File: src/rtl/serial_queue_core.sv
// Serial-to-parallel deserializer feeding a circular word queue.
// Bits are sampled on a divided tick; the queue is serviced on a second, slower tick.

module serial_queue_tick #(
    parameter int DIV = 5
) (
    input  logic clock,
    input  logic reset,
    output logic tick
);

    localparam int CW = (DIV > 1) ? $clog2(DIV) : 1;

    logic [CW-1:0] count;

    assign tick = (count == CW'(DIV - 1));

    always_ff @(posedge clock or negedge reset) begin
        if (!reset) begin
            count <= '0;
        end else if (tick) begin
            count <= '0;
        end else begin
            count <= count + 1'b1;
        end
    end

endmodule

module serial_queue_core #(
    parameter int DATA_W  = 8,
    parameter int DEPTH   = 8,
    parameter int DES_DIV = 5,
    parameter int Q_DIV   = 50
) (
    input  logic                       clock,
    input  logic                       reset,
    input  logic                       data_in,
    input  logic                       write_in,
    input  logic                       dequeue_in,
    output logic                       status_out,
    output logic [DATA_W-1:0]          data_out,
    output logic [$clog2(DEPTH+1)-1:0] len_out,
    output logic                       ack_out,
    output logic                       overrun_out
);

    localparam int PW = $clog2(DEPTH);
    localparam int LW = $clog2(DEPTH + 1);
    localparam int BW = $clog2(DATA_W + 1);

    typedef enum logic [1:0] {
        IDLE  = 2'd0,
        SHIFT = 2'd1,
        HOLD  = 2'd2
    } des_state_t;

    logic des_tick;
    logic q_tick;

    des_state_t        state_q;
    des_state_t        state_d;
    logic [DATA_W-1:0] shift_q;
    logic [DATA_W-1:0] shift_d;
    logic [BW-1:0]     bit_cnt_q;
    logic [BW-1:0]     bit_cnt_d;
    logic              overrun_d;

    logic              word_valid;
    logic              enq;
    logic              deq;

    logic [DATA_W-1:0] mem [DEPTH];
    logic [PW-1:0]     head;
    logic [PW-1:0]     tail;

    serial_queue_tick #(.DIV(DES_DIV)) u_des_tick (
        .clock (clock),
        .reset (reset),
        .tick  (des_tick)
    );

    serial_queue_tick #(.DIV(Q_DIV)) u_q_tick (
        .clock (clock),
        .reset (reset),
        .tick  (q_tick)
    );

    function automatic logic [PW-1:0] ptr_next(input logic [PW-1:0] ptr);
        if (ptr == PW'(DEPTH - 1)) begin
            return '0;
        end
        return ptr + 1'b1;
    endfunction

    assign word_valid  = (state_q == HOLD);
    assign status_out  = (state_q != IDLE);
    assign deq         = q_tick && dequeue_in && (len_out != '0);
    // A dequeue in the same tick frees the slot, so a full queue can still accept.
    assign enq         = q_tick && word_valid && ((len_out < LW'(DEPTH)) || deq);
    assign ack_out     = enq;

    always_ff @(posedge clock or negedge reset) begin
        if (!reset) begin
            state_q     <= IDLE;
            shift_q     <= '0;
            bit_cnt_q   <= '0;
            overrun_out <= 1'b0;
        end else begin
            state_q     <= state_d;
            shift_q     <= shift_d;
            bit_cnt_q   <= bit_cnt_d;
            overrun_out <= overrun_d;
        end
    end

    always_comb begin
        state_d   = state_q;
        shift_d   = shift_q;
        bit_cnt_d = bit_cnt_q;
        overrun_d = overrun_out;
        case (state_q)
            IDLE: begin
                if (des_tick && write_in) begin
                    shift_d   = DATA_W'(data_in);
                    bit_cnt_d = BW'(1);
                    state_d   = SHIFT;
                end
            end
            SHIFT: begin
                if (des_tick) begin
                    if (write_in) begin
                        shift_d   = {shift_q[DATA_W-2:0], data_in};
                        bit_cnt_d = bit_cnt_q + 1'b1;
                        if (bit_cnt_q == BW'(DATA_W - 1)) begin
                            state_d = HOLD;
                        end
                    end else begin
                        bit_cnt_d = '0;
                        state_d   = IDLE;
                    end
                end
            end
            HOLD: begin
                // The assembled word is still waiting, so any new bit has nowhere to go.
                if (des_tick && write_in) begin
                    overrun_d = 1'b1;
                end
                if (enq) begin
                    state_d = IDLE;
                end
            end
            default: begin
                state_d = IDLE;
            end
        endcase
    end

    always_ff @(posedge clock) begin
        if (enq) begin
            mem[tail] <= shift_q;
        end
    end

    always_ff @(posedge clock or negedge reset) begin
        if (!reset) begin
            head     <= '0;
            tail     <= '0;
            len_out  <= '0;
            data_out <= '0;
        end else begin
            if (enq) begin
                tail <= ptr_next(tail);
            end
            if (deq) begin
                head     <= ptr_next(head);
                data_out <= mem[head];
            end
            case ({enq, deq})
                2'b10:   len_out <= len_out + 1'b1;
                2'b01:   len_out <= len_out - 1'b1;
                default: len_out <= len_out;
            endcase
        end
    end

    a_len_bounded: assert property (@(posedge clock) disable iff (!reset)
        len_out <= LW'(DEPTH));

    a_enq_on_tick: assert property (@(posedge clock) disable iff (!reset)
        enq |-> (q_tick && word_valid));

endmodule

File: config.mk
export PLATFORM = sky130hd
export DESIGN_NAME = serial_queue_core
export DESIGN_NICKNAME = d
export VERILOG_FILES = /design/src/rtl/serial_queue_core.sv
export SDC_FILE = /design/constraint.sdc
export NUM_CORES = 1
export LEC_CHECK = 0
export CELL_PAD_IN_SITES_DETAIL_PLACEMENT = 2
export CELL_PAD_IN_SITES_GLOBAL_PLACEMENT = 2
export CORE_UTILIZATION = 45
export CTS_BUF_LIST = sky130_fd_sc_hd__clkbuf_8
export CTS_CLUSTER_DIAMETER = 30
export CTS_CLUSTER_SIZE = 14
export DETAILED_ROUTE_END_ITERATION = 10
export PLACE_DENSITY = 0.8
export SETUP_SLACK_MARGIN = 0.1
export SLEW_MARGIN = 20
export SYNTH_ARGS = -nofsm -noshare
export SYNTH_HDL_FRONTEND = slang
export SYNTH_SLANG_ARGS = --single-unit
export TNS_END_PERCENT = 100
File: constraint.sdc
create_clock -name clock -period 3.5 [get_ports clock]
set_input_delay 1.05 -clock clock [delete_from_list [all_inputs] [get_ports clock]]
set_output_delay 1.05 -clock clock [all_outputs]
set_load 0.01 [all_outputs]
==> results.txt, run 1 <==
PD cells = 452 nW/um^2
Drt via density = 5.42
Clk_lat worst skew = 370 ps
Full die area = 10100 um^2
Final period utilization = 0.959
Site Rows = 35
Iteration count of the initial detailed-routing pass = 5
Largest net degree at the start of global routing = 43
Maxcap violations = 0
Reg2reg setup slack = 580 ps
Cts hold-fix bufs = 0
Max-slew violations = 0
Worst slew pin tran = 976 ps
Status = completed
Yosys reg bits = 106
Ports = 20
Min Hold Slack = 478 ps
Syn_nets = 300
Max FO, Critical Path = 2
Final setup vio count = 0
Kind of critical path = in2out
Fraction of layout instances using a drive strength above 1 = 0.183
CTS root buf = clkbuf_8
Detailed-route DRC error count = 0
Port Buffers = 19
Final min period = 3360 ps
Initial Utilization = 0.469
Routed vias = 2443
Setup Skew = 15.9 ps
CTS max path bufs = 2
Worst Setup End Kind = primary output
Yosys warning count = 0
ANT nets after route = 0
Num CTS Buffers = 9
Leak Pwr = 0.00182 uW
Largest cells by area after synthesis = edfxtp_1 (44%), dfrtp_1 (24%), mux4_2 (8.2%)
CP startpoint kind = primary input
Synthesized instance count = 283
Layout area overhead = 14.2%
Share of Yosys cell area claimed by the top area cell type = 0.439
Gr usage total = 0.215
Most used DFF post-synth = edfxtp_1
Post-synth EDFFs = 64
Number of global-route vias before repair = 2737
Storage cell area = 2970 um^2
Initial antenna violation count = 0
Final hold vios = 0
Max VDD drop = 0.248 mV
Design area = 5000 um^2
Commonest cells post-synth = edfxtp_1 (64), dfrtp_1 (42), nand2_1 (23), nor2_1 (23), mux4_2 (16)
Worst min-delay path category = reg2reg
PnR Total Power = 2260 uW
HPWL Detailed = 6.78 mm
Nets@finish = 334
Gr ovfl total = 0
Per-cell routed wire length = 21.1 um
RSZ-0062 raised after global routing = false
CORE AREA = 9330 um^2
GPL Wtd Cong = 0.662
Max Clk Rate = 298 MHz
H-tree depth = 3
Num Clock Sinks = 106
Avg Inst Size Synth = 15.5 um^2
Post-synth top area cell = edfxtp_1
Most numerous cell in the Yosys netlist = edfxtp_1
Worst path required time = 2450 ps
Seq/Total Area, Yosys = 0.680
Diodes inserted = 0
Clk pin slew, worst setup/hold paths = 100 ps
Ys async rst share = 0.396
Netlist cell types = 34
CTS tree = built
Post-Syn Area = 4370 um^2
Global-route wire length before repair = 15.6 mm
Iter 0 DRT Violations = 124
Final wirelength = 9.51 mm
Die extent in y = 101 um
Worst EP arrival = 2310 ps
Max-Slew Margin vs Limit = 0.349
Placed cell areas = 4790 um^2
Multi-input gate area = 1340 um^2
Die W = 101 um
Fillers = 893
placed cells by master, fill, tap and decap left out, types with 2 or more instances in the layout:
cell type	netlist	routed
mux4_2	16	16
nand2_1	23	23
nand3_1	7	7
dfrtp_1	42	42
mux2_2	7	7
clkbuf_8	0	10
mux2i_1	10	10
edfxtp_1	64	64
buf_4	1	14
a21oi_1	14	14
nor4_1	3	2
ha_1	12	12
o21ai_0	12	12
xor2_1	4	4
nand3b_1	3	3
nor3_1	5	5
clkinv_4	0	2
nor2_1	23	23
inv_1	5	5
nand2b_1	7	7
clkdlybuf4s50_1	0	17
xnor2_1	4	4
metrics by stage:
| step | util | TNS [ps] | instances | setup WS, ps |
|---|---|---|---|---|
| floorplan | - | 0 | 283 | 540 |
| global placement | 0.513 | -95.0 | 435 | -95.0 |
| detailed placement | 0.513 | -238 | 435 | -141 |
| CTS | 0.536 | 0 | 451 | 155 |
| global route | 0.536 | 0 | 451 | 123 |
| finish | 0.536 | 0 | 451 | 143 |
sequential cells by signal (all words and copies together) (netlist names):
name              flops
mem                  64
data_out              8
shift_q               8
u_q_tick.count        6
bit_cnt_q             4
len_out               4
head                  3
tail                  3
u_des_tick.count      3
state_q               2
overrun_out           1
final timing paths:
path                                                from                             to  cells after the start
max in group asynchronous                          reset    u_q_tick.count[5]$_DFF_PN0_                      1
hold / removal             u_des_tick.count[0]$_DFF_PN0_  u_des_tick.count[0]$_DFF_PN0_                      1
setup / recovery                              dequeue_in                        ack_out                      4
setup reg to reg             u_q_tick.count[1]$_DFF_PN0_         len_out[2]$_DFFE_PN0P_                     13
min in group asynchronous                          reset         len_out[3]$_DFFE_PN0P_                      1
hold reg to reg            u_des_tick.count[0]$_DFF_PN0_  u_des_tick.count[0]$_DFF_PN0_                      1
logic make-up (layout without fill, tap and decap cells):
group / Yosys count / after routing / synth area share
compound gates: 32 / 32 / 0.0446
simple gates: 77 / 77 / 0.0875
xor+xnor: 8 / 8 / 0.0160
fa+ha+maj: 12 / 12 / 0.0343
buf+inv: 15 / 54 / 0.0146
flops: 106 / 106 / 0.680
mux: 33 / 33 / 0.123
repair_timing:
item,CTS,global route
buffers inserted,0,0
endpoints found under the hold margin,0,0
gates resized for setup,1,0
endpoints found under the setup margin,1,0
where the power goes:
group	switching, uW	internal (uW)	total (uW)
logic	54.9	46.6	102
registers	29.7	1350	1380
clock network	419	359	779
layer usage:
metal	vias up	global-route usage	routed length, um
li1	1122	-	-
met1	1274	0.261	3940
met2	39	0.385	5120
met3	8	0.0506	321
met4	0	0.0591	123
met5	-	0	0
worst max-delay path, stage by stage:
cell and delay [ps]:
clkdlybuf4s50_1 460, inv_1 80, a2111oi_4 390, dlygate4sd2_1 320
final cells by class:
class | count | share of cell area
flip-flops and latches | 106 | 0.595
well taps | 129 | 0.0323
repair buffers | 33 | 0.0579
clock buffers | 10 | 0.0275
clock inverters | 6 | 0.0145
multi-input cells | 162 | 0.269
inverters | 5 | 0.00376
Power figures use the tool's default switching activity.
==> run 2: changes to the inputs <==
Settings changed: HOLD_SLACK_MARGIN from default to 0.06.
==> results of run 2 <==
No change in the layout: final DEF, timing and power equal those of run 1.
